--- src/rtl/memory_dumper.sv ---
// Streams a contiguous range of memory words out through the UART byte handshake,
// optionally preceded by a little-endian 32-bit word-count header.
//
// state   | meaning
// IDLE    | waiting for start; latches address and count
// HDR     | sending the 4 header bytes (latched word count)
// CHECK   | decides between another word and finishing
// REQ     | one-cycle memory read strobe
// WAIT    | waiting for the read response
// SEND    | sending the 4 bytes of the fetched word
// DONE    | one-cycle done pulse, then back to IDLE
module memory_dumper #(
    parameter int SEND_HEADER = 1,
    parameter int ADDR_STEP   = 1
) (
    input  logic        clk,
    input  logic        reset,
    input  logic        start,
    input  logic [31:0] start_addr,
    input  logic [31:0] word_count,
    output logic        busy,
    output logic        done,
    output logic [31:0] mem_out_addr,
    output logic        mem_out_valid,
    input  logic [31:0] mem_out_data,
    input  logic        mem_out_ready,
    output logic [7:0]  uart_in_data,
    output logic        uart_in_valid,
    input  logic        uart_in_ready
);

    localparam logic [31:0] STEP = 32'(ADDR_STEP);

    typedef enum logic [2:0] {
        S_IDLE,
        S_HDR,
        S_CHECK,
        S_REQ,
        S_WAIT,
        S_SEND,
        S_DONE
    } state_t;

    state_t      state;
    logic [31:0] addr;
    logic [31:0] remaining;
    logic [31:0] count_buf;
    logic [31:0] word_buf;
    logic [1:0]  byte_idx;

    function automatic logic [7:0] pick_byte(input logic [31:0] w, input logic [1:0] i);
        case (i)
            2'd0:    return w[7:0];
            2'd1:    return w[15:8];
            2'd2:    return w[23:16];
            default: return w[31:24];
        endcase
    endfunction

    always_ff @(posedge clk) begin
        if (reset) begin
            state         <= S_IDLE;
            addr          <= '0;
            remaining     <= '0;
            count_buf     <= '0;
            word_buf      <= '0;
            byte_idx      <= '0;
            busy          <= 1'b0;
            done          <= 1'b0;
            mem_out_addr  <= '0;
            mem_out_valid <= 1'b0;
            uart_in_data  <= '0;
            uart_in_valid <= 1'b0;
        end else begin
            done          <= 1'b0;
            mem_out_valid <= 1'b0;
            case (state)
                S_IDLE: begin
                    if (start) begin
                        addr      <= start_addr;
                        remaining <= word_count;
                        count_buf <= word_count;
                        byte_idx  <= '0;
                        busy      <= 1'b1;
                        if (SEND_HEADER != 0) begin
                            uart_in_valid <= 1'b1;
                            uart_in_data  <= word_count[7:0];
                            state         <= S_HDR;
                        end else begin
                            state <= S_CHECK;
                        end
                    end
                end
                // uart_in_valid is held high for the whole of HDR and SEND
                S_HDR: begin
                    if (uart_in_ready) begin
                        if (byte_idx == 2'd3) begin
                            uart_in_valid <= 1'b0;
                            state         <= S_CHECK;
                        end else begin
                            byte_idx     <= byte_idx + 2'd1;
                            uart_in_data <= pick_byte(count_buf, byte_idx + 2'd1);
                        end
                    end
                end
                S_CHECK: begin
                    if (remaining == 32'd0) begin
                        done  <= 1'b1;
                        state <= S_DONE;
                    end else begin
                        mem_out_valid <= 1'b1;
                        mem_out_addr  <= addr;
                        state         <= S_REQ;
                    end
                end
                S_REQ: begin
                    state <= S_WAIT;
                end
                S_WAIT: begin
                    if (mem_out_ready) begin
                        word_buf      <= mem_out_data;
                        byte_idx      <= '0;
                        uart_in_valid <= 1'b1;
                        uart_in_data  <= mem_out_data[7:0];
                        state         <= S_SEND;
                    end
                end
                S_SEND: begin
                    if (uart_in_ready) begin
                        if (byte_idx == 2'd3) begin
                            uart_in_valid <= 1'b0;
                            addr          <= addr + STEP;
                            remaining     <= remaining - 32'd1;
                            state         <= S_CHECK;
                        end else begin
                            byte_idx     <= byte_idx + 2'd1;
                            uart_in_data <= pick_byte(word_buf, byte_idx + 2'd1);
                        end
                    end
                end
                S_DONE: begin
                    busy  <= 1'b0;
                    state <= S_IDLE;
                end
                default: state <= S_IDLE;
            endcase
        end
    end

endmodule

--- config.mk ---
export PLATFORM = sky130hd
export DESIGN_NAME = memory_dumper
export DESIGN_NICKNAME = d
export VERILOG_FILES = /design/src/rtl/memory_dumper.sv
export SDC_FILE = /design/constraint.sdc
export NUM_CORES = 1
export LEC_CHECK = 0
export ABC_AREA = 1
export CAP_MARGIN = 25
export CORE_MARGIN = 1.5
export CORE_UTILIZATION = 68
export DETAILED_ROUTE_END_ITERATION = 12
export DONT_BUFFER_PORTS = 1
export GPL_ROUTABILITY_DRIVEN = 0
export MAX_ROUTING_LAYER = met4
export PLACE_DENSITY = 0.84
export SYNTH_ARGS = -nofsm -noshare
export SYNTH_HDL_FRONTEND = slang
export SYNTH_SLANG_ARGS = --single-unit
--- constraint.sdc ---
create_clock -name clk -period 3.4 [get_ports clk]
set_input_delay 0.68 -clock clk [delete_from_list [all_inputs] [get_ports clk]]
set_output_delay 0.68 -clock clk [all_outputs]
set_load 0.005 [all_outputs]
Yosys cells after proc, flatten, opt, wreduce, memory -nomap -nowiden --
Index checks and enable logic that the tools add are counted.
Cells by class: reduce and logical (&&, ||, !) cells 18, equal/unequal tests 19, add/subtract/negate cells 3, multiplexer cells 36, bitwise logic cells 2
Operator list (count):
- 32-bit two-way mux | 6
- 32-bit one-hot mux with 2 select lines | 2
- 8-bit two-way mux | 6
- 8-bit one-hot mux with 3 select lines | 2
- 32-bit by 1-bit adder with 32-bit output, second input constant | 1
- 32-bit zero test | 1
- 8-bit one-hot mux with 4 select lines | 1
- 32-bit by 1-bit subtractor with 32-bit output, second input constant | 1
- 2-bit inequality test, second input constant | 8
- 3-bit two-way mux | 5
- 3-bit one-hot mux with 5 select lines | 1
- 5-bit AND reduction | 2
- 3-bit equality test, second input constant | 3
- 2-bit two-way mux | 4
- 2-bit AND reduction | 4
- 4-bit AND reduction | 2
- 7-bit AND reduction | 1
- 3-bit by 2-bit equality test with 1-bit output, second input constant | 2
- 1-bit two-way mux | 6
- 2-bit one-hot mux with 3 select lines | 1
- 2-bit equality test, second input constant | 2
- 2-bit by 1-bit inequality test with 1-bit output, second input constant | 2
- 2-bit nonzero test | 2
- 4-bit nonzero test | 1
- 10 further kinds | 12
Word-level totals: input port bits 101, bits in registers 177, word-level logic and storage cells 90, output and inout port bits 44

Longest topological paths before layout --
Gate-level depths: netlist of run 1.
depth in word-level cells 6, depth in mapped cells 12, mapped depth without buffers 11

Least setup slack after synthesis of run 1 --
OpenSTA, ideal clock, no wires.
kind input to register, from input start, to register remaining[11], setup slack 1.635 ns, arrival time 1.633 ns, stages on the path 8, path buffers 3, path through clkbuf_1 -> nor2_1 -> nor2_1 -> nand2_2 -> buf_4 -> buf_4 -> nand2_1 -> a21oi_1
On the way: word-level cells in the longest chain between the ends 2
RTL lines:
- start: declaration | line 18 | input logic start,
- 2-bit inequality test (no line)
- 4-bit AND reduction (no line)
- end signal: assignment | line 81 | remaining <= word_count;
- end signal: assignment | line 133 | remaining <= remaining - 32'd1;
- end: declaration | line 46 | logic [31:0] remaining;
Every way passes these cells. A chain may end at the register's enable or synchronous reset.

Final worst setup path of run 1 --
from register state[0], to register remaining[12]
On the way: word-level cells in the longest chain between the ends 3, elaborated cells between the ends (all ways) 8, classes of those cells 4 x eq/ne; 1 x mux; 3 x reduce/logical
RTL lines:
- start: declaration | line 44 | state_t state;
- start signal: assignment | line 62 | state <= S_IDLE;
- start signal: assignment | line 88 | state <= S_HDR;
- start signal: assignment | line 90 | state <= S_CHECK;
- 3-bit equality test or 3-bit zero test (tied branches) | line 77 | case (state)
- 2-bit inequality test (no line) or 2-bit nonzero test (tied branches)
- 4-bit AND reduction (no line)
Several ways; a longest one is shown, not always the timed one.

==> results of run 1 <==
## cells by family (layout without fill, tap and decap cells)
logic type	count (synthesis)	after routing
xor gates and xnor gates	8	8
DFF	177	177
AOI/OAI and AO/OA	328	328
and+or+nand+nor	785	785
buffers and inverters	192	152
adders and majority gates	8	8
## final cells by class
cell class              count  area [um2]
fillers                  1134        3390
inverters                 109         409
flip-flops and latches    177        3540
clock inverters            12         181
clock buffers              19         443
repair buffers             12        90.1
well taps                 176         220
multi-input cells        1129        5120
## worst max-delay path by stage
stage               slack [ns]  startpoint         endpoint  cells after the start
detailed placement        1.04    state[0]    remaining[12]                      9
global placement          1.09    state[0]     remaining[5]                      9
floorplan                 1.64       start    remaining[11]                      8
CTS                       1.01    state[0]    remaining[12]                      9
global route              0.81    state[1]  mem_out_addr[4]                      7
finish                    0.99    state[0]    remaining[12]                      9
## cells in the final DEF (no fill, tap or decap), types with 2 or more instances in the layout
cell / instances
xnor2_1: 2
o22ai_1: 2
xor2_1: 6
o21ai_0: 96
nand2_2: 3
clkinv_2: 2
nor2_1: 206
nand3_1: 136
bufinv_16: 4
o21ai_1: 2
inv_2: 3
nand2_1: 402
clkinvlp_4: 3
nand4_1: 13
nor3_1: 2
a31oi_1: 3
inv_1: 106
nor2_4: 2
or2_2: 4
o21a_1: 4
a21oi_1: 203
clkbuf_16: 17
ha_1: 8
dfxtp_1: 177
nand3b_1: 14
buf_4: 12
o211ai_1: 14
inv_6: 2
## power by group through the flow
stage | clock, mW | combinational [mW] | sequential [mW]
floorplan | 0 | 2.30 | 2.92
CTS | 2.10 | 2.82 | 3.04
global route | 2.19 | 3.22 | 3.12
detailed placement | 0 | 2.80 | 3.09
global placement | 0 | 2.74 | 3.08
finish | 2.09 | 2.87 | 3.06
## critical path: cells and delay by family (launching register included)
kind | cells | cell delay, ns
compound gates | 3 | 0.42
buf+inv | 2 | 0.74
flops | 1 | 0.42
simple gates | 4 | 0.73
## routing by layer
layer	GRT usage [%]	up-vias	routed length [um]
li1	-	4784	-
met1	45.1	4440	10600
met2	62.0	476	12800
met3	6.70	78	2520
met4	17.7	0	968
met5	-	-	0
## flip-flops by register name (all words and copies together) (netlist names), 2 cells and up
register      count
addr             32
byte_idx          2
count_buf        32
mem_out_addr     32
remaining        32
state             3
uart_in_data      8
word_buf         32
## through the flow
stage | setup WS, ns | cell area [um2]
floorplan | 1.64 | 9420
global placement | 1.09 | 9390
detailed placement | 1.04 | 9390
CTS | 1.01 | 10000
global route | 0.805 | 10000
finish | 0.989 | 10000
==> flow_summary.yaml, run 1 <==
status:
  outcome: "finished clean"
route:
  dr.pass1.iters: 6
  wl_per_cell_um: 16.4
  drt-initial-drc-count: 1208
  routed_wl_um: 26800
  final_antenna_net_count: 0
  vias_per_cell: 5.98
  vias: 9778
  drcViolationCount: 0
clock_network:
  cts_buffer_depth: 2
  insertion_delay_ns: 0.44
  cts_tree: "built"
  htreeDepth: 4
  post_cts_resize_count: 0
  clkSinkCount: 177
  cts_root_buf: "clkbuf_16"
  cts_setup_buffers: 0
  clkTransAtPathRegs_ns: 0.07
  cts_made_buffers: 17
  cts_hold_repair.buffers: 0
die:
  rows: 42
  die_y_um: 121
  fp.dieW_um: 121
  initial_core_util_pct: 70.3
  top_level_ports: 145
  coreArea_mm2: 0.0134
  dieArea_mm2: 0.0146
synth:
  synth_mux_area_share_pct: 0
  yosys.area_share.simple_pct: 34.5
  yosys.area_share.adder_pct: 1.06
  syn_nets: 1607
  synth_ff_type: "dfxtp_1"
  synthArstFlopShare_pct: 0
  avgSynthCellArea_um2: 6.29
  yosysTopAreaCellShare_pct: 37.6
  synth_most_common_cell: "nand2_1"
  synth_common_cells: "nand2_1, nor2_1, a21oi_1"
  synth_top_family_by_area: "simple AND/OR/NAND/NOR gates"
  synth.area.top_cells: "dfxtp_1, nand2_1, a21oi_1"
  ys_warn_count: 0
  synth_compound_area_share_pct: 18.1
  yosysTopAreaCell: "dfxtp_1"
  synthCells: 1498
  ys_ff_latch: 177
  seq_area_frac_synth_pct: 37.6
  synthesis.area_mm2: 0.00942
  synth_edf_count: 0
  ys_types: 34
  synth-xor-area-share_pct: 0.744
timing:
  tightest_slew_ns: 1.03
  post-route-min-period_ns: 2.41
  rsz0062_at_grt: "no"
  fmax_ghz: 0.415
  hold_ws_ns: 0.310
  maxSlewHeadroom_pct: 30.9
  setup_viol: 0
  finalCritPeriodShare_pct: 70.9
  fin_tns_setup_ns: 0
  timing.final.max_slew_violations: 0
  finalHoldViolCount: 0
  finClkSkew_ns: 0.00526
placement:
  io_buffers: 0
  dp_hpwl_um: 18600
  dp_cells: 1603
cells_and_area:
  utilization_pct: 74.7
  drive_gt1_share_pct: 3.84
  instances_no_fill: 1634
  syn2layout_area_growth_pct: 6.28
  diodes: 0
  final_nets: 1555
grt:
  grt_overflow: 0
  grt_use_total_pct: 37.8
  antenna_found_initial: 0
  grt_pass1_wl_um: 42800
  grt_pass1_vias: 8964
  grt_max_degree: 121
pwr:
  power.switching_mw: 3.33
  p_leak_nw: 3.81
  p_comb_share_pct: 35.8
  p_sw_share_pct: 41.5
  power_density_mw_per_mm2: 802
  vdd.ir_drop.worst_v: 0.000447
  intPower_mw: 4.70
  clkPwrFrac_pct: 26.1
  pwr-share-seq_pct: 38.1
  p_total_mw: 8.03
setup_path:
  crit_chain: "inv_2 > nor2_4 > nand2_2 > o21ai_1 > nand2_2 > inv_2 > o21ai_0 > nand2_1 > a21oi_1"
  endpoint_kind: "flip-flop"
  cpMaxStageDelayCell: "inv_2"
  cp-start-kind: "flip-flop"
  r2r_setup_slack_ns: 0.99
  r2r_end: "remaining[12]"
  r2r-start: "state[0]"
  crit_required_ns: 3.73
  critPathArrivalTime_ns: 2.74
  path_max_fanout: 39
  cpPeakStageDelay_ns: 0.67
  worstRegToRegCells: 9
  critical_path_class: "reg2reg"
worst_hold_path:
  whs_endpoint: "remaining[25]"
  worstHoldPathType: "in2reg"
  min_from: "reset"
  hold_path_depth: 1
job:
  drv_cap: 0
Note: power is estimated with default switching activity, not from simulation.
==> run 2, diff against run 1 <==
Settings changed: CORE_UTILIZATION 68 to 58, PLACE_DENSITY 0.84 to 0.76.
Clock period 3.4 ns to 1.95 ns, I/O delays scaled along.
==> run 2 against run 1 <==
Effect of this change: clock power grew 78%; sequential share of layout area decreased by 1.3 points; register-to-register slack got worse by 0.89 ns; clock skew increased by 0.0024 ns; final cell count rose by 4.2%; global-route usage fell by 4.9 points; combinational power rose by 86%; routed wire length increased by 1.8%; critical path depth increased by 3; critical path type unchanged.
==> flow_summary.yaml, run 2 (synthesis gave the netlist of run 1 again) <==
status:
  outcome: "finished clean"
timing:
  fmax_ghz: 0.539
  post-route-min-period_ns: 1.85
  finClkSkew_ns: 0.00770
  finalCritPeriodShare_pct: 95.1
  fin_tns_setup_ns: 0
  rsz0062_at_grt: "yes"
  maxSlewHeadroom_pct: 54.1
  timing.final.max_slew_violations: 0
  setup_viol: 0
  finalHoldViolCount: 0
  tightest_slew_ns: 0.688
pwr:
  vdd.ir_drop.worst_v: 0.000857
  power_density_mw_per_mm2: 1380
  p_comb_share_pct: 37.1
  power.switching_mw: 5.85
  p_total_mw: 14.3
  p_leak_nw: 4.00
  pwr-share-seq_pct: 37.0
  p_sw_share_pct: 40.8
  clkPwrFrac_pct: 25.9
  intPower_mw: 8.49
route:
  drt-initial-drc-count: 1070
  vias_per_cell: 5.82
  dr.pass1.iters: 8
  drcViolationCount: 0
  vias: 9906
  final_antenna_net_count: 0
  wl_per_cell_um: 16.0
  routed_wl_um: 27300
clock_network:
  cts_setup_buffers: 0
  cts_buffer_depth: 2
  clkTransAtPathRegs_ns: 0.07
  cts_root_buf: "clkbuf_16"
  insertion_delay_ns: 0.43
  clkSinkCount: 177
  cts_hold_repair.buffers: 0
  htreeDepth: 4
  cts_made_buffers: 17
  cts_tree: "built"
  post_cts_resize_count: 0
job:
  drv_cap: 0
placement:
  io_buffers: 0
  dp_cells: 1670
  place_area_mm2: 0.00973
  dp_hpwl_um: 19300
cells_and_area:
  layout_common_cells: "nand2_1, nor2_1, a21oi_1"
  diodes: 0
  final_common_cell: "nand2_1"
  fill_cells: 1541
  syn2layout_area_growth_pct: 10.4
  final_nets: 1582
  fin_area_mm2: 0.0104
  instances_no_fill: 1702
  utilization_pct: 65.5
  drive_gt1_share_pct: 5.92
die:
  rows: 46
  top_level_ports: 145
  coreArea_mm2: 0.0159
  fp.dieW_um: 130
  die_y_um: 130
  dieArea_mm2: 0.0170
  initial_core_util_pct: 59.3
worst_hold_path:
  worstHoldPathType: "in2reg"
setup_path:
  crit_chain: "inv_1 > ha_2 > nand2_1 > nor2_1 > buf_4 > nand2_1 > nor2_1 > nand2_1 > nand2_1 > nand3b_1 > nand2_1 > nor2_1"
  endpoint_kind: "flip-flop"
  cpPeakStageDelay_ns: 0.32
  critPathArrivalTime_ns: 2.18
  cp-start-kind: "flip-flop"
  cpMaxStageDelayCell: "dfxtp_1"
  critPathMostFrequentCell: "nand2_1"
  path_max_fanout: 7
  crit_required_ns: 2.28
  critical_path_class: "reg2reg"
grt:
  grt_pass1_vias: 8686
  grt_pass1_wl_um: 42700
  grt_use_total_pct: 32.8
  grt_max_degree: 121
  grt_overflow: 0
  antenna_found_initial: 0
## run 2: final timing paths
| check | start | endpoint | slack [ns] | cells after the start |
|---|---|---|---|---|
| worst min-delay path | reset | remaining[24] | 0.02 | 1 |
| worst max-delay path | remaining[0] | remaining[22] | 0.1 | 12 |
| worst min register to register | count_buf[28] | count_buf[28] | 0.46 | 2 |
| worst max register to register | remaining[0] | remaining[22] | 0.1 | 12 |
## run 2: metrics by stage
stage	hold slack [ns]	worst slack (ns)
finish	0.0236	0.0963
global route	0.0231	-0.0289
CTS	0.0188	0.0782
detailed placement	0.447	0.0874
global placement	0.441	0.131
floorplan	0.429	0.373
## run 2: layout make-up
class                           instances  area, um2  share of cell area (%)
Tap cell                              216        270                    2.60
Clock inverter                         13        199                    1.91
Multi-Input combinational cell       1129       5140                    49.4
Inverter                              109        409                    3.94
Timing Repair Buffer                   39        392                    3.77
Clock buffer                           19        443                    4.26
Sequential cell                       177       3540                    34.1
## run 2: critical path: cells and delay by family (launching register included)
kind,cells,cell delay [ns]
buffers and inverters,2,0.29
DFF,1,0.32
and+or+nand+nor,9,0.87
adders and majority gates,1,0.27
## run 2: routing by layer
layer / share of wire, % / global-route usage, % / vias to the layer above
li1: - / - / 4843
met1: 40 / 40.7 / 4524
met2: 46 / 51.3 / 454
met3: 9.6 / 6.68 / 85
met4: 4.0 / 15.7 / 0
met5: 0 / - / -
## run 2: power groups by stage
stage | clock (mW) | combinational [mW] | sequential [mW]
final | 3.72 | 5.33 | 5.31
after global routing | 3.91 | 6.01 | 5.42
after CTS | 3.75 | 5.23 | 5.28
after detailed placement | 0 | 5.18 | 5.35
after global placement | 0 | 5.10 | 5.33
after floorplan | 0 | 4.00 | 5.10
==> run 3, diff against run 2 <==
Settings changed: CORE_UTILIZATION 58 to 55, PLACE_DENSITY 0.76 to 0.73.
==> run 3 against run 2 <==
Effect of this change: worst setup slack better by 0.016 ns; clock skew up 0.0018 ns; clock power down 4%; maximum frequency is 0.89% higher; utilization is 3.0 points lower; routed wire length rose by 0.97%; global-route usage fell by 1.2 points; final cell count up 0.47%; cell area barely moved; sequential share of layout area hardly changed; sequential cell count unchanged; critical path type unchanged.
==> flow_summary.yaml, run 3 (synthesis gave the netlist of run 1 again) <==
cells_and_area:
  layout_common_cells: "nand2_1, a21oi_1, nor2_1"
  instances_no_fill: 1710
  utilization_pct: 62.4
  regArea_mm2: 0.00354
  syn2layout_area_growth_pct: 10.3
  final_nets: 1587
  multi_input_area_mm2: 0.00515
  fill_cells: 1627
  final_common_cell: "nand2_1"
  diodes: 0
  drive_gt1_share_pct: 6.38
setup_path:
  cp-startpoint: "state[2]"
  cp-start-kind: "flip-flop"
  critical_path_class: "reg2reg"
  endpoint_kind: "flip-flop"
  cpMaxStageDelayCell: "dfxtp_1"
  crit_required_ns: 2.26
  critPathMostFrequentCell: "nor2_1"
  path_max_fanout: 30
  critPathArrivalTime_ns: 2.15
  r2r-start: "state[2]"
  crit_chain: "inv_2 > nand2_1 > nor2_1 > nor2_1 > nand2_2 > buf_4 > o21ai_0 > a21oi_1"
  cpPeakStageDelay_ns: 0.50
route:
  dr.pass1.iters: 5
  drt-initial-drc-count: 1049
  vias: 9751
  vias_per_cell: 5.70
  routed_wl_um: 27600
  wl_per_cell_um: 16.1
  final_antenna_net_count: 0
  drcViolationCount: 0
worst_hold_path:
  min_from: "reset"
  worstHoldPathType: "in2reg"
die:
  fp.dieW_um: 134
  top_level_ports: 145
  coreArea_mm2: 0.0166
  dieArea_mm2: 0.0179
  initial_core_util_pct: 56.6
  rows: 47
  die_y_um: 134
timing:
  setup_viol: 0
  tightest_slew_ns: 0.689
  hold_ws_ns: 0.0191
  finalHoldViolCount: 0
  fmax_ghz: 0.544
  finalCritPeriodShare_pct: 94.2
  maxSlewHeadroom_pct: 54.0
  fin_tns_setup_ns: 0
  timing.final.max_slew_violations: 0
  finClkSkew_ns: 0.00946
  rsz0062_at_grt: "no"
  post-route-min-period_ns: 1.84
pwr:
  p_sw_share_pct: 41.4
  power.switching_mw: 5.94
  intPower_mw: 8.41
  p_leak_nw: 4.01
  power_density_mw_per_mm2: 1380
  vdd.ir_drop.worst_v: 0.000804
  p_comb_share_pct: 38.2
  pwr-share-seq_pct: 36.8
  clkPwrFrac_pct: 25.0
placement:
  dp_cells: 1679
  io_buffers: 0
  dp_hpwl_um: 19800
clock_network:
  insertion_delay_ns: 0.44
  cts_made_buffers: 17
  cts_setup_buffers: 0
  htreeDepth: 4
  clkSinkCount: 177
  cts_tree: "built"
  cts_buffer_depth: 2
  clkTransAtPathRegs_ns: 0.07
  cts_root_buf: "clkbuf_16"
job:
  drv_cap: 0
grt:
  antenna_found_initial: 0
  grt_max_degree: 121
  grt_pass1_wl_um: 44000
  grt_use_total_pct: 31.6
  grt_overflow: 0
  grt_pass1_vias: 8837
status:
  outcome: "finished clean"
-- run 3: changes by cell type in the layout (fill, tap and decap cells not counted), sizes merged --
cell and change:
bufinv -1, clkinvlp +2, clkbuf -2, clkinv -1, buf +5, inv +1
-- run 3: per-stage QoR --
step | setup WS [ns] | power [mW] | instance area [um2]
2_1_floorplan | 0.373 | 9.10 | 9420
3_3_place_gp | 0.164 | 10.6 | 9760
3_5_place_dp | 0.134 | 10.7 | 9760
4_1_cts | 0.104 | 14.3 | 10400
5_1_grt | 0.00884 | 15.3 | 10400
6_report | 0.113 | 14.3 | 10400
-- run 3: critical path, delay by kind of cell, from the launching register on --
| family | cells | cell delay [ns] |
|---|---|---|
| DFF | 1 | 0.50 |
| and+or+nand+nor | 4 | 0.46 |
| AOI/OAI and AO/OA | 2 | 0.38 |
| buffers and inverters | 2 | 0.36 |
-- run 3: cell type report --
| type | instances | area share, % |
|---|---|---|
| tap | 220 | 2.65 |
| inverter | 109 | 3.94 |
| clock inverter | 14 | 1.72 |
| clock buffer | 17 | 4.09 |
| multi-input combinational | 1129 | 49.5 |
| timing repair buffer | 44 | 3.94 |
| sequential | 177 | 34.1 |
-- run 3: routing by layer --
layer	vias to the layer above	share of wire, %	GRT usage [%]
met2	387	46	49.0
met5	-	0	-
met1	4414	42	39.5
met4	0	3.7	14.1
met3	84	8.5	6.80
li1	4866	-	-
-- run 3: what timing repair did --
action,4_1_cts,5_1_grt
hold buffers,0,0
endpoints found under the hold margin,0,0
resized for setup,0,9
setup endpoints to repair,0,39
-- run 3: path summary, 6_finish.rpt --
| path | endpoint | slack, ns | depth (start not counted) |
|---|---|---|---|
| hold / removal | remaining[29] | 0.02 | 1 |
| setup reg to reg | remaining[15] | 0.11 | 8 |
| setup / recovery | remaining[15] | 0.11 | 8 |
| hold reg to reg | count_buf[24] | 0.45 | 2 |
-- run 3: power by group through the flow --
stage,registers [mW],logic [mW],clock network (mW)
finish,5.28,5.48,3.58
global route,5.39,6.16,3.76
CTS,5.25,5.40,3.61
detailed placement,5.33,5.36,0
global placement,5.31,5.29,0
floorplan,5.10,4.00,0
